[src/rtl/pipe_stage_ctrl_pkg.sv]
// Shared definitions for the 5-stage pipeline control: stage indices,
// sequencer state encoding and the exception vector used by the PC mux.
package pipe_stage_ctrl_pkg;

  localparam int STG_IFID  = 0;
  localparam int STG_IDEX  = 1;
  localparam int STG_EXMEM = 2;
  localparam int STG_MEMWB = 3;

  localparam int NUM_STG = 4;

  typedef enum logic [1:0] {
    RUN      = 2'd0,
    DIV_WAIT = 2'd1,
    MEM_WAIT = 2'd2
  } state_e;

  localparam logic [31:0] EXC_VECTOR = 32'h0000_0100;

endpackage

[src/rtl/pipe_stage_ctrl_sat_counter.sv]
// Enable-driven up-counter that sticks at all-ones instead of wrapping.
module sat_counter #(
  parameter int W = 32
) (
  input  logic         clk,
  input  logic         resetn,
  input  logic         i_en,
  output logic [W-1:0] o_cnt
);

  logic [W-1:0] cnt_q;
  logic [W-1:0] cnt_d;

  always_comb begin
    cnt_d = cnt_q;
    if (!resetn) begin
      cnt_d = '0;
    end else if (i_en && (cnt_q != '1)) begin
      cnt_d = cnt_q + 1'b1;
    end
  end

  always_ff @(posedge clk) begin
    cnt_q <= cnt_d;
  end

  assign o_cnt = cnt_q;

endmodule

[src/rtl/pipe_stage_ctrl.sv]
// Stall/flush sequencer for the 5-stage pipeline: PC and stage-register
// write enables and clears, divider and data-memory waits, stall counter.
module pipe_stage_ctrl
  import pipe_stage_ctrl_pkg::*;
#(
  parameter int DIV_CYCLES  = 32,
  parameter int STALL_CNT_W = 32
) (
  input  logic                   clk,
  input  logic                   resetn,
  input  logic                   i_id_load_use,
  input  logic                   i_ex_branch_taken,
  input  logic                   i_ex_div_start,
  input  logic                   i_mem_req,
  input  logic                   i_mem_ack,
  input  logic                   i_exc_valid,
  output logic                   o_pc_we,
  output logic [NUM_STG-1:0]     o_we,
  output logic [NUM_STG-1:0]     o_flush,
  output logic                   o_div_busy,
  output logic                   o_div_done,
  output logic [STALL_CNT_W-1:0] o_stall_cnt
);

  localparam logic [7:0] DIV_LOAD = 8'(DIV_CYCLES - 2);

  state_e     state_q, state_d;
  logic [7:0] div_cnt_q, div_cnt_d;

  always_comb begin
    // Leaving MEM_WAIT is implied by any branch that does not re-enter a wait.
    state_d    = (state_q == MEM_WAIT) ? RUN : state_q;
    div_cnt_d  = div_cnt_q;
    o_pc_we    = 1'b1;
    o_we       = '1;
    o_flush    = '0;
    o_div_done = 1'b0;

    if (!resetn) begin
      state_d   = RUN;
      div_cnt_d = '0;
      o_pc_we   = 1'b0;
      o_we      = '0;
      o_flush   = '1;
    end else if ((state_q == MEM_WAIT) && !i_mem_ack) begin
      // An outstanding access cannot be cancelled, so exceptions wait for ack.
      state_d            = MEM_WAIT;
      o_pc_we            = 1'b0;
      o_we               = '0;
      o_we[STG_MEMWB]    = 1'b1;
      o_flush[STG_MEMWB] = 1'b1;
    end else if (i_exc_valid) begin
      state_d   = RUN;
      div_cnt_d = '0;
      o_flush   = '1;
    end else if (state_q == DIV_WAIT) begin
      if (div_cnt_q == 8'd0) begin
        state_d    = RUN;
        o_div_done = 1'b1;
      end else begin
        div_cnt_d          = div_cnt_q - 8'd1;
        o_pc_we            = 1'b0;
        o_we[STG_IFID]     = 1'b0;
        o_we[STG_IDEX]     = 1'b0;
        o_flush[STG_EXMEM] = 1'b1;
      end
    end else if (i_mem_req && !i_mem_ack) begin
      state_d            = MEM_WAIT;
      o_pc_we            = 1'b0;
      o_we               = '0;
      o_we[STG_MEMWB]    = 1'b1;
      o_flush[STG_MEMWB] = 1'b1;
    end else if (i_ex_div_start) begin
      state_d            = DIV_WAIT;
      div_cnt_d          = DIV_LOAD;
      o_pc_we            = 1'b0;
      o_we[STG_IFID]     = 1'b0;
      o_we[STG_IDEX]     = 1'b0;
      o_flush[STG_EXMEM] = 1'b1;
    end else if (i_ex_branch_taken) begin
      // Any load-use consumer in ID is on the wrong path, so branch wins.
      o_flush[STG_IFID] = 1'b1;
      o_flush[STG_IDEX] = 1'b1;
    end else if (i_id_load_use) begin
      o_pc_we           = 1'b0;
      o_we[STG_IFID]    = 1'b0;
      o_flush[STG_IDEX] = 1'b1;
    end
  end

  always_ff @(posedge clk) begin
    state_q   <= state_d;
    div_cnt_q <= div_cnt_d;
  end

  assign o_div_busy = (state_q == DIV_WAIT);

  sat_counter #(
    .W (STALL_CNT_W)
  ) u_stall_cnt (
    .clk    (clk),
    .resetn (resetn),
    .i_en   (~o_pc_we),
    .o_cnt  (o_stall_cnt)
  );

endmodule

[config.mk]
export PLATFORM = sky130hd
export DESIGN_NAME = pipe_stage_ctrl
export DESIGN_NICKNAME = d
export VERILOG_FILES = /design/src/rtl/pipe_stage_ctrl_pkg.sv /design/src/rtl/pipe_stage_ctrl_sat_counter.sv /design/src/rtl/pipe_stage_ctrl.sv
export SDC_FILE = /design/constraint.sdc
export NUM_CORES = 1
export LEC_CHECK = 0
export CAP_MARGIN = 20
export CORE_MARGIN = 5
export CORE_UTILIZATION = 54
export CTS_CLUSTER_SIZE = 20
export DETAILED_ROUTE_END_ITERATION = 10
export PLACE_DENSITY = 0.82
export SYNTH_ARGS = -nofsm -noshare
export SYNTH_HDL_FRONTEND = slang
export SYNTH_SLANG_ARGS = --single-unit
[constraint.sdc]
create_clock -name clk -period 5.75 [get_ports clk]
set_clock_uncertainty 0.15 [all_clocks]
set_input_delay 1.15 -clock clk [delete_from_list [all_inputs] [get_ports clk]]
set_output_delay 1.15 -clock clk [all_outputs]
set_load 0.01 [all_outputs]
==> flow_metrics.py <==
metrics = {
    "grt": {
        "grt_use_met1_pct": 30.0,
        "top_usage_layer": "met2",
        "grt_start_max_net_pins": 34,
        "grt_pass1_wl_mm": 9.54,
        "antenna_found_initial": 0,
        "use_met2_pct": 31.5,
        "first_global_vias": 2061,
        "overflow": 0,
        "track_usage_pct": 21.4,
        "grtUsageMet3_pct": 4.35,
    },
    "route": {
        "vias": 2256,
        "ant_nets": 0,
        "vias_per_cell": 5.84,
        "drtIter0Drc": 172,
        "totalWireLength_mm": 5.47,
        "drt-pass1-iter-count": 4,
        "remaining_drc_errors": 0,
        "wl_per_cell_um": 14.2,
    },
    "cts": {
        "htree_levels": 2,
        "postCtsResizedCells": 0,
        "postCtsSetupRepairBufs": 0,
        "clock_latency_ps": 290,
        "numClockSinks": 42,
        "cts_max_path_buffers": 2,
        "tritoncts": "built",
        "clk_pin_slew_ps": 70,
        "clock_tree.root_cell": "clkbuf_8",
        "hold_buffers": 0,
        "cts_inserted_buffers": 5,
    },
    "yosys": {
        "synth.net_count": 302,
        "synth_area_leader_cell": "dfxtp_1",
        "yosysSeqAreaShare_pct": 36.1,
        "ys_ff_latch": 42,
        "synth_area_leaders": "dfxtp_1 (36%), xor2_1 (8.7%), nor2_1 (7.6%), nand3_1 (4.7%), nand2_1 (3.2%)",
        "yosys_warnings": 0,
        "postSynthCellCount": 292,
        "synth_cell_types": 49,
        "synth_top_area_share_pct": 36.1,
        "synth_area_um2": 2330,
        "syn_area_per_cell_um2": 7.97,
    },
    "timing": {
        "final.min_clock_period_ps": 4540,
        "final.setup.tns_ps": 0,
        "slew_viol_final": 0,
        "setup_ws_ps": 1210,
        "period_share_pct": 79.0,
        "rsz0062_at_grt": "no",
        "maxSlewHeadroom_pct": 32.1,
        "hold_viol_final": 0,
        "tightest_slew_ps": 1020,
        "max_freq_ghz": 0.220,
        "hold_ws_ps": 327,
        "setup_violations": 0,
    },
    "critical_path": {
        "slowest_delay_ps": 690,
        "path_class": "input port to output pin",
        "startpoint_type": "input port",
        "critPathSlowestCell": "a2111oi_0",
        "arrival_ps": 3240,
        "crit_fanout": 3,
        "required_ps": 4450,
        "crit_top_cell": "clkdlybuf4s50_1",
        "crit_path_end_kind": "output pin",
        "path_cells": "clkdlybuf4s50_1 > nor2b_1 > a2111oi_0 > o311ai_4 > inv_1 > clkdlybuf4s50_1",
    },
    "power_and_ir_drop": {
        "p_per_area_nw_per_um2": 192,
        "power.leakage_uw": 0.00102,
        "total_power_uw": 557,
        "peakVddDrop_mv": 0.124,
    },
    "place": {
        "port_buffers": 50,
        "gp_congestion": 0.816,
        "dp_slack_ps": 1190,
        "dp_hpwl_mm": 3.93,
        "postPlaceCellArea_um2": 2830,
    },
    "finish": {
        "final_cell_mix": "clkdlybuf4s50_1 (50), nor2_1 (47), dfxtp_1 (42), xor2_1 (23), nand3_1 (22)",
        "finalNetCount": 346,
        "final_cell_area_um2": 2900,
        "fillers": 349,
        "syn2layout_area_growth_pct": 24.9,
        "mostFrequentLayoutCell": "clkdlybuf4s50_1",
        "antenna_cells": 0,
        "drive_above_1_share_pct": 6.25,
    },
    "floorplanning": {
        "die_y_um": 75.6,
        "fp-row-count": 23,
        "num_io_pins": 51,
        "fp.dieW_um": 75.6,
        "core-area_um2": 4090,
        "die_area_um2": 5720,
        "start_util_pct": 56.9,
    },
    "run": {
        "cap_violations": 0,
    },
    "hold_path": {
        "hp-class": "flip-flop to flip-flop",
    },
    "run_status": {
        "status": "finished, final reports clean",
    },
}
-- where the power goes --
| part | internal, uW | switching, uW |
|---|---|---|
| Sequential | 297 | 8.13 |
| Clock | 83.5 | 91.1 |
| Combinational | 34.8 | 42.5 |
| Total | 415 | 142 |
-- area by class of cell --
cell class                      count  area, um^2  area share (%)
Clock buffer                        7        76.3            2.63
Inverter                           13        48.8            1.68
Multi-Input combinational cell    223        1370            47.1
Sequential cell                    42         841            29.0
Tap cell                           50        62.6            2.15
Timing Repair Buffer               51         508            17.5
-- per-layer routing --
layer	wire length, um	part of all wire (%)
met5	0	0
met4	107	2.0
met3	309	5.6
met2	2460	45
met1	2600	47
-- stage by stage --
| stage | utilization [%] | std cells |
|---|---|---|
| 2_1_floorplan | - | 292 |
| 3_3_place_gp | 69.2 | 379 |
| 3_5_place_dp | 69.2 | 379 |
| 4_1_cts | 71.1 | 386 |
| 5_1_grt | 71.1 | 386 |
| 6_report | 71.1 | 386 |
-- worst max-delay path: cells and delay by family --
family                 cells  cell delay [ps]
AND/OR/NAND/NOR            1              160
AO/OA/AOI/OAI              2              840
buffers and inverters      3             1090
-- kinds of logic after synthesis --
logic type | count (synthesis) | synth area share, %
DFF | 42 | 36.1
and+or+nand+nor | 155 | 35.6
xor gates and xnor gates | 26 | 9.79
AOI/OAI and AO/OA | 40 | 11.6
adders and majority gates | 2 | 1.08
buffers and inverters | 27 | 5.81
-- synth_stat cells, drive strengths merged --
cell / count
and2: 2
and4: 5
nand3b: 1
a31oi: 4
nor2b: 2
buf: 7
o41ai: 2
a31o: 1
nand4: 14
a2111oi: 2
xor2: 23
o22ai: 1
and3: 6
o311ai: 2
nor2: 47
nor3: 11
o311a: 1
a211o: 1
a21oi: 13
o21ai: 9
clkbuf: 7
nor3b: 1
nand2: 21
or4: 3
ha: 2
nor4: 3
o221a: 3
inv: 13
nand2b: 6
nand4b: 3
xnor2: 3
nand3: 24
dfxtp: 42
or2: 1
or3: 5
o32ai: 1
-- final timing paths --
| path | start | end | slack [ps] | depth (start not counted) |
|---|---|---|---|---|
| max | i_mem_req | o_pc_we | 1210 | 6 |
| min | div_cnt_q[6] | div_cnt_q[6] | 330 | 2 |
| max reg2reg | u_stall_cnt.o_cnt[24] | u_stall_cnt.o_cnt[7] | 2990 | 6 |
| min reg2reg | div_cnt_q[6] | div_cnt_q[6] | 330 | 2 |
-- flip-flops by register name, summed over array words and instances, names as in the netlist --
| register | cells |
|---|---|
| state_q | 2 |
| u_stall_cnt.o_cnt | 32 |
| div_cnt_q | 8 |
Note: power is estimated with default switching activity, not from simulation.
